`src/rtl/issue_ctrl_if.sv`:
```
// Decode-to-execute handshake bundle for issue_ctrl.
// The slave side is the issue stage; the master side drives decode/execute.
interface issue_ctrl_if #(
  parameter int AWIDTH = 32
);
  logic              dec_valid_i;
  logic [AWIDTH-1:0] pc_i;
  logic [6:0]        opcode_i;
  logic [4:0]        rd_i;
  logic [4:0]        rs1_i;
  logic [4:0]        rs2_i;
  logic              ex_ready_i;
  logic              dec_ready_o;
  logic              issue_valid_o;
  logic [AWIDTH-1:0] pc_o;

  modport slave (
    input  dec_valid_i, pc_i, opcode_i,
    input  rd_i, rs1_i, rs2_i, ex_ready_i,
    output dec_ready_o, issue_valid_o, pc_o
  );

  modport master (
    output dec_valid_i, pc_i, opcode_i,
    output rd_i, rs1_i, rs2_i, ex_ready_i,
    input  dec_ready_o, issue_valid_o, pc_o
  );
endinterface

```
`src/rtl/issue_ctrl.sv`:
```
// In-order issue control: register scoreboard, RAW/WAW hazard stall,
// flush handling and a saturating stall-cycle counter.
module issue_ctrl #(
  parameter int AWIDTH = 32,
  parameter int CNTW   = 16
) (
  input  logic            clk,
  input  logic            rst,
  issue_ctrl_if.slave     dec,
  input  logic            wb_valid_i,
  input  logic [4:0]      wb_rd_i,
  input  logic            flush_i,
  output logic [31:0]     busy_o,
  output logic [1:0]      state_o,
  output logic [CNTW-1:0] stall_cnt_o
);

  typedef enum logic [1:0] {
    RUN   = 2'd0,
    STALL = 2'd1,
    FLUSH = 2'd2
  } state_e;

  state_e            state_q, state_d;
  logic [31:0]       busy_q, busy_d;
  logic [CNTW-1:0]   cnt_q, cnt_d;
  logic [31:0]       wb_mask, eff_busy;
  logic              use_rs1, use_rs2, use_rd;
  logic              haz, fire, stall_req;
  logic [AWIDTH-1:0] pc_w;

  always_comb begin
    use_rs1 = 1'b0;
    use_rs2 = 1'b0;
    use_rd  = 1'b0;
    case (dec.opcode_i)
      7'b0110011: begin
        use_rs1 = 1'b1;
        use_rs2 = 1'b1;
        use_rd  = 1'b1;
      end
      7'b0010011, 7'b0000011, 7'b1100111: begin
        use_rs1 = 1'b1;
        use_rd  = 1'b1;
      end
      7'b0100011, 7'b1100011: begin
        use_rs1 = 1'b1;
        use_rs2 = 1'b1;
      end
      7'b0110111, 7'b0010111, 7'b1101111: begin
        use_rd  = 1'b1;
      end
      default: ;
    endcase
  end

  // A retiring write is bypassed in the same cycle it clears the bit.
  assign wb_mask  = wb_valid_i ? (32'd1 << wb_rd_i) : 32'd0;
  assign eff_busy = busy_q & ~wb_mask;

  assign haz = (use_rs1 && dec.rs1_i != 5'd0 && eff_busy[dec.rs1_i])
            || (use_rs2 && dec.rs2_i != 5'd0 && eff_busy[dec.rs2_i])
            || (use_rd  && dec.rd_i  != 5'd0 && eff_busy[dec.rd_i]);

  assign dec.issue_valid_o = dec.dec_valid_i & ~haz & ~flush_i
                           & (state_q != FLUSH);
  assign fire              = dec.issue_valid_o & dec.ex_ready_i;
  assign dec.dec_ready_o   = fire | (flush_i & dec.dec_valid_i);
  assign pc_w              = dec.pc_i;
  assign dec.pc_o          = pc_w;
  assign stall_req         = dec.dec_valid_i & haz;

  always_comb begin
    busy_d = busy_q & ~wb_mask;
    if (fire && use_rd && dec.rd_i != 5'd0)
      busy_d[dec.rd_i] = 1'b1;
    busy_d[0] = 1'b0;
  end

  always_comb begin
    state_d = state_q;
    if (flush_i) begin
      state_d = FLUSH;
    end else begin
      case (state_q)
        RUN:     if (stall_req) state_d = STALL;
        STALL:   if (!stall_req) state_d = RUN;
        FLUSH:   state_d = RUN;
        default: state_d = RUN;
      endcase
    end
  end

  always_comb begin
    cnt_d = cnt_q;
    if (state_q == STALL && cnt_q != {CNTW{1'b1}})
      cnt_d = cnt_q + CNTW'(1);
  end

  always_ff @(posedge clk) begin
    if (rst) begin
      state_q <= RUN;
      busy_q  <= 32'd0;
      cnt_q   <= '0;
    end else begin
      state_q <= state_d;
      busy_q  <= busy_d;
      cnt_q   <= cnt_d;
    end
  end

  assign busy_o      = busy_q;
  assign state_o     = state_q;
  assign stall_cnt_o = cnt_q;

endmodule
```
`src/flat_wrapper.sv`:
```
// flat-port wrapper written by rule: the top's interface ports become plain ports
module issue_ctrl_flat 
#(
  parameter int AWIDTH = 32,
  parameter int CNTW   = 16
)
  (clk, rst, wb_valid_i, wb_rd_i, flush_i, busy_o, state_o, stall_cnt_o, dec_dec_valid_i, dec_pc_i, dec_opcode_i, dec_rd_i, dec_rs1_i, dec_rs2_i, dec_ex_ready_i, dec_dec_ready_o, dec_issue_valid_o, dec_pc_o);
  issue_ctrl_if #(.AWIDTH(AWIDTH)) dec_i ();
  input  logic clk;
  input  logic rst;
  input  logic wb_valid_i;
  input  logic [4:0] wb_rd_i;
  input  logic flush_i;
  output logic [31:0] busy_o;
  output logic [1:0] state_o;
  output logic [CNTW-1:0] stall_cnt_o;
  input wire logic [$bits(dec_i.dec_valid_i)-1:0] dec_dec_valid_i;
  input wire logic [$bits(dec_i.pc_i)-1:0] dec_pc_i;
  input wire logic [$bits(dec_i.opcode_i)-1:0] dec_opcode_i;
  input wire logic [$bits(dec_i.rd_i)-1:0] dec_rd_i;
  input wire logic [$bits(dec_i.rs1_i)-1:0] dec_rs1_i;
  input wire logic [$bits(dec_i.rs2_i)-1:0] dec_rs2_i;
  input wire logic [$bits(dec_i.ex_ready_i)-1:0] dec_ex_ready_i;
  output wire logic [$bits(dec_i.dec_ready_o)-1:0] dec_dec_ready_o;
  output wire logic [$bits(dec_i.issue_valid_o)-1:0] dec_issue_valid_o;
  output wire logic [$bits(dec_i.pc_o)-1:0] dec_pc_o;
  assign dec_i.dec_valid_i = dec_dec_valid_i;
  assign dec_i.pc_i = dec_pc_i;
  assign dec_i.opcode_i = dec_opcode_i;
  assign dec_i.rd_i = dec_rd_i;
  assign dec_i.rs1_i = dec_rs1_i;
  assign dec_i.rs2_i = dec_rs2_i;
  assign dec_i.ex_ready_i = dec_ex_ready_i;
  assign dec_dec_ready_o = dec_i.dec_ready_o;
  assign dec_issue_valid_o = dec_i.issue_valid_o;
  assign dec_pc_o = dec_i.pc_o;
  issue_ctrl #(.AWIDTH(AWIDTH), .CNTW(CNTW)) u_core (.clk(clk), .rst(rst), .dec(dec_i), .wb_valid_i(wb_valid_i), .wb_rd_i(wb_rd_i), .flush_i(flush_i), .busy_o(busy_o), .state_o(state_o), .stall_cnt_o(stall_cnt_o));
endmodule
```
`config.mk`:
```
export PLATFORM = sky130hd
export DESIGN_NAME = issue_ctrl_flat
export DESIGN_NICKNAME = d
export VERILOG_FILES = /design/src/rtl/issue_ctrl_if.sv /design/src/rtl/issue_ctrl.sv /design/src/flat_wrapper.sv
export SDC_FILE = /design/constraint.sdc
export NUM_CORES = 1
export LEC_CHECK = 0
export ABC_AREA = 1
export BUFFER_PORTS_ARGS = -buffer_cell sky130_fd_sc_hd__buf_4
export CAP_MARGIN = 20
export CELL_PAD_IN_SITES_DETAIL_PLACEMENT = 0
export CELL_PAD_IN_SITES_GLOBAL_PLACEMENT = 1
export CORE_UTILIZATION = 29
export CTS_CLUSTER_DIAMETER = 120
export DETAILED_ROUTE_END_ITERATION = 6
export HOLD_SLACK_MARGIN = 0.05
export PLACE_DENSITY = 0.82
export REMOVE_ABC_BUFFERS = 1
export SLEW_MARGIN = 10
export SYNTH_ARGS = -nofsm -noshare
export SYNTH_HDL_FRONTEND = slang
export SYNTH_SLANG_ARGS = --single-unit
```
`constraint.sdc`:
```
create_clock -name clk -period 2.1 [get_ports clk]
set_input_delay 0.315 -clock clk [delete_from_list [all_inputs] [get_ports clk]]
set_output_delay 0.315 -clock clk [all_outputs]
set_load 0.005 [all_outputs]
```
## Yosys cells after proc, flatten, opt, wreduce, memory -nomap -nowiden

Cells that the tools add are included.

| word-level totals | value |
|---|---|
| bits of input ports | 65 |
| output and inout port bits | 84 |
| bits in registers | 50 |
| word-level logic and storage cells | 78 |

| operators by class | value |
|---|---|
| order comparisons | 4 |
| equal/unequal tests | 16 |
| bitwise logic cells | 12 |
| multiplexer cells | 17 |
| reductions and logical operators | 22 |
| shift operators | 1 |
| add/sub/neg operators | 1 |

Operators with widths:

| kind | count |
|---|---|
| 32-bit 2-to-1 mux | 2 |
| 32-bit bitwise AND | 1 |
| 32-bit inverter | 1 |
| 32-bit bitwise OR | 1 |
| 1-bit by 5-bit << shifter with 32-bit output, first input constant | 1 |
| 7-bit by 6-bit == test with 1-bit output, second input constant | 3 |
| 7-bit == test, second input constant | 3 |
| 5-bit by 6-bit < comparator with 1-bit output, second input constant | 3 |
| 16-bit by 1-bit adder with 16-bit output, second input constant | 1 |
| 16-bit != test, second input constant | 1 |
| 1-bit binary-select mux with 5-bit select | 3 |
| 5-bit nonzero test | 3 |
| 7-bit by 5-bit == test with 1-bit output, second input constant | 2 |
| 1-bit logical AND | 10 |
| 7-bit by 2-bit == test with 1-bit output, second input constant | 1 |
| 1-bit 2-to-1 mux | 7 |
| 7-bit OR reduction | 1 |
| 1-bit bitwise AND | 6 |
| 2-bit 2-to-1 mux | 3 |
| 6-bit OR reduction | 1 |
| 1-bit demux with 5-bit select | 1 |
| 5-bit by 1-bit greater-or-equal comparator with 1-bit output, second input constant | 1 |
| 2-bit != test, second input constant | 2 |
| 2-bit case mux with 2 select lines | 1 |
| 11 further kinds | 14 |

## Depth between registers and ports, before layout

| logic depth | value |
|---|---|
| depth after elaboration | 17 |
| mapped depth | 18 |
| mapped depth without buffers | 17 |

## Least setup slack after synthesis

Ideal clock, no wire load.

| timing | value |
|---|---|
| kind | input -> output |
| start point | input wb_valid_i |
| end point | output dec_dec_ready_o |
| required time | 1.785 ns |
| arrival | 1.806 ns |
| stages on the path | 16 |
| buffers on the path | 2 |
| path slack | -0.021 ns |
| cells stage by stage | inv_1 nor2_2 buf_4 nand2_1 nand2_1 nand2_1 nand3_1 nand3_1 a21boi_1 nor2_1 nand2_1 nand3_2 nor2_4 buf_6 nand2_1 o21ai_0 |

| on the way | value |
|---|---|
| word-level cells in the longest chain between the ends | 14 |
| elaborated cells between the ends (all ways) | 20 |
| classes of those cells | mux (7); bitwise (8); reduce/logical (5) |

Ends and longest elaborated chain:

| item | RTL line | source |
|---|---|---|
| from (decl) | flat_wrapper.sv:11 | `input logic wb_valid_i;` |
| 32-bit 2-to-1 mux * | issue_ctrl.sv:58 | `assign wb_mask = wb_valid_i ? (32'd1 << wb_rd_i) : 32'd0;` |
| 32-bit inverter * | issue_ctrl.sv:59 | `assign eff_busy = busy_q & ~wb_mask;` |
| 32-bit bitwise AND * | issue_ctrl.sv:59 |  |
| 1-bit binary-select mux with 5-bit select, on equally long branches | issue_ctrl.sv:61, issue_ctrl.sv:62 |  |
| 1-bit 2-to-1 mux, on equally long branches | issue_ctrl.sv:61, issue_ctrl.sv:62 |  |
| 1-bit logical AND, on equally long branches | issue_ctrl.sv:61, issue_ctrl.sv:62 |  |
| 1-bit logical OR | issue_ctrl.sv:62 | `\|\| (use_rs2 && dec.rs2_i != 5'd0 && eff_busy[dec.rs2_i])` |
| 1-bit logical OR * | issue_ctrl.sv:63 | `\|\| (use_rd && dec.rd_i != 5'd0 && eff_busy[dec.rd_i]);` |
| 1-bit inverter * | issue_ctrl.sv:65 | `assign dec.issue_valid_o = dec.dec_valid_i & ~haz & ~flush_i` |
| 1-bit bitwise AND * (2 in a row) | issue_ctrl.sv:65 |  |
| 1-bit bitwise AND * | issue_ctrl.sv:66 | `& (state_q != FLUSH);` |
| named net dec_issue_valid_o | flat_wrapper.sv:25 | `output wire logic [$bits(dec_i.issue_valid_o)-1:0] dec_issue_valid_o;` |
| 1-bit bitwise AND * | issue_ctrl.sv:67 | `assign fire = dec.issue_valid_o & dec.ex_ready_i;` |
| 1-bit bitwise OR * | issue_ctrl.sv:68 | `assign dec.dec_ready_o = fire \| (flush_i & dec.dec_valid_i);` |
| to (decl) | flat_wrapper.sv:24 | `output wire logic [$bits(dec_i.dec_ready_o)-1:0] dec_dec_ready_o;` |

Mark *: on every way through the listed nets, which the timed path passes. The rest lies on a longest branch. The select of a mux whose other input is x is not followed.

## Final worst setup path

| timing | value |
|---|---|
| start point | input wb_rd_i[4] |
| end point | output dec_issue_valid_o |

| on the way | value |
|---|---|
| word-level cells in the longest chain between the ends | 13 |
| elaborated cells between the ends (all ways) | 19 |
| classes of those cells | shift (1); mux (7); bitwise (6); reduce/logical (5) |

Ends and longest elaborated chain:

| item | RTL line | source |
|---|---|---|
| from (decl) | flat_wrapper.sv:12 | `input logic [4:0] wb_rd_i;` |
| 1-bit by 5-bit << shifter with 32-bit output * | issue_ctrl.sv:58 |  |
| 32-bit 2-to-1 mux * | issue_ctrl.sv:58 |  |
| 32-bit inverter * | issue_ctrl.sv:59 |  |
| 32-bit bitwise AND * | issue_ctrl.sv:59 |  |
| 1-bit binary-select mux with 5-bit select, on equally long branches | issue_ctrl.sv:61, issue_ctrl.sv:62 |  |
| 1-bit 2-to-1 mux, on equally long branches | issue_ctrl.sv:61, issue_ctrl.sv:62 |  |
| 1-bit logical AND, on equally long branches | issue_ctrl.sv:61, issue_ctrl.sv:62 |  |
| 1-bit logical OR | issue_ctrl.sv:62 |  |
| 1-bit logical OR * | issue_ctrl.sv:63 |  |
| 1-bit inverter * | issue_ctrl.sv:65 |  |
| 1-bit bitwise AND * (2 in a row) | issue_ctrl.sv:65 |  |
| 1-bit bitwise AND * | issue_ctrl.sv:66 |  |
| to (decl) | flat_wrapper.sv:25 |  |

Mark *: on every way between the ends. The rest lies on a longest branch, timed or not. The select of a mux whose other input is x is not followed.

==> results.md <==
- Status: finished, violations left
- Violated checks: negative setup slack
- Final ANT Viol Nets: 0
- Fin. max-slew vios: 0
- CP startpoint kind: input port
- Core Util, Final: 46.0%
- Critical path peak fanout: 6
- Die H: 117 um
- Global-route wire length before repair: 25000 um
- Tightest Hold Check Type: in2reg
- Most frequent cells in the layout: buf_4 (196), nand2_1 (126), nand3_1 (100)
- Row cnt: 41
- CORE AREA: 12700 sq um
- Ys flop type: dfxtp_1
- Final Cycle Share: 112%
- Gate Count Post-Synth: 645
- Number of flops mapped to enable cells by yosys: 0
- Root buffer cell: clkbuf_16
- Vias: 5048
- First-pass DRT Iterations: 5
- Data arrival, critical path: 2040 ps
- Inst Count DP: 958
- Synth Register Bits: 49
- Clock sinks: 49
- Critical path class: in2out
- IO Pins: 149
- Pwr/cell area: 392 nW/um^2
- GPL Wtd Cong: 0.978
- CTS Buffer Depth: 2
- Diode count: 0
- Final setup viols: 12
- Cts hold-fix bufs: 0
- Clock skew: 11.0 ps
- Yosys warns: 0
- Share of layout cells above drive strength 1: 36.8%
- Final hold violation count: 0
- Most common cell after layout, fill and taps aside: buf_4
- Port buffer count: 83
- Clock period minus worst slack: 2350 ps
- Die width: 117 um
- Number of global-route vias before repair: 4557
- Peak VDD IR: 0.000380 V
- PnR worst setup slack: -251 ps
- Die area: 13600 sq um
- Global route total overflow: 0
- Initial DRC count: 515
- Total track usage: 24.1%
- Avg WL per Cell: 16.8 um
- Cell variety after synth: 34
- Leak: 0.00254 uW
- Drc violations: 0
- Worst-skew pair later-pin latency: 300 ps
- Pin count of the biggest net entering global routing: 33
- CTS tree: yes
- HPWL Detailed: 12500 um
- Num CTS Buffers: 5
- Avg Synthesized Cell Area: 5.93 sq um
- Via/cell ratio: 5.15
- Unrepaired setup endpoints after global routing: true
- Cell area after synthesis: 3820 sq um
- Net count, final: 873
- FFs w/ async S/R, synth: 0%
- Worst-path clk slew: 70 ps
- Max Fclk: 425 MHz
- Antenna violations before repair: 0
- Final Non-Filler Cells: 980
- Seq/Total Area, Yosys: 25.7%
- Starting Density: 30.0%
- Req. time, crit path: 1780 ps
- CP Capture Type: primary output
- WL final: 16400 um
- P&R area growth vs syn: 53.0%
- H-tree depth: 2
- Max Cap Viol: 0
## critical path, cell delays in order
cell        delay (ps)
buf_4              130
nand2_4             80
clkinvlp_4         170
buf_6              160
nand2_1             80
nand2_1             70
buf_4              140
nand2_1             50
a21o_1             120
nand4_1             70
nor2_1             120
nand2_1            100
nand3_4            100
nor2_4              40
buf_4              130
buf_4              130
## logic make-up (layout without fill, tap and decap cells)
| group | after synthesis | in the layout | synth area share (%) |
|---|---|---|---|
| compound gates | 75 | 75 | 10.5 |
| xor+xnor | 1 | 1 | 0.229 |
| fa+ha+maj | 1 | 1 | 0.327 |
| buf+inv | 118 | 281 | 15.8 |
| flops | 49 | 49 | 25.7 |
| other cells | 1 | 1 | 0.0981 |
| simple gates | 400 | 400 | 47.4 |
## metrics by stage
stage	setup slack, ps	setup TNS [ps]	power (uW)	area, sq um	hold WS, ps
final	-251	-1440	2290	5850	268
after global routing	-368	-5540	2390	5850	289
after CTS	-246	-1790	2290	5650	255
after detailed placement	-433	-11780	1400	5160	478
after global placement	-431	-11860	1400	5160	476
after floorplan	-832	-21420	1120	3450	384
## flip-flops by register name, summed over array words and instances, names as in the netlist
register / cells
u_core.busy_o: 31
u_core.stall_cnt_o: 16
u_core.state_o: 2
## cells in the mapped netlist (2+ instances only)
cell type	instances	share of area, %
a211oi_1	2	0.39
a21boi_0	3	0.59
a21oi_1	46	6.0
buf_2	5	0.65
buf_4	35	6.9
buf_6	3	0.88
clkbuf_1	13	1.3
dfxtp_1	49	26
inv_1	58	5.7
inv_2	2	0.20
nand2_1	144	14
nand3_1	118	15
nand4_1	43	7.0
nor2_1	72	7.1
nor2_2	6	0.98
nor3_1	11	1.4
o21ai_0	14	1.8
o21ai_1	5	0.65
## power by group
part / total (uW) / switching, uW / internal (uW)
logic: 522 / 296 / 226
registers: 930 / 0.999 / 929
clock network: 843 / 368 / 475
total: 2290 / 665 / 1630
## worst paths after layout
check                               end  slack (ps)  cells past startpoint             startpoint
setup / recovery      dec_issue_valid_o        -250                     16             wb_rd_i[4]
hold / removal        u_core.state_o[1]         270                      3                flush_i
setup reg to reg      u_core.busy_o[15]          30                     13      u_core.busy_o[30]
hold reg to reg   u_core.stall_cnt_o[4]         490                      2  u_core.stall_cnt_o[4]
## routing by layer
metal  up-vias  GRT usage (%)  part of all wire [%]
met2       262           36.8                    43
met1      2287           32.1                    44
li1       2460              -                     -
met4         0           8.52                   2.8
met3        39           7.00                   9.9
met5         -           3.33                     0
## cell type report
class	instances	area (sq um)
Fill cell	1348	6870
Inverter	61	244
Tap cell	172	215
Clock buffer	6	139
Timing Repair Buffer	211	1700
Multi-Input combinational cell	478	2540
Clock inverter	2	13.8
Timing Repair inverter	1	7.51
Sequential cell	49	990
## repair_timing
item                       CTS  global route
setup endpoints to repair   30            36
setup buffers                5             7
cloned                       3             0
pin swaps                   20            28
resized for setup           69            44
No activity file was read; power rests on OpenSTA's default activity.
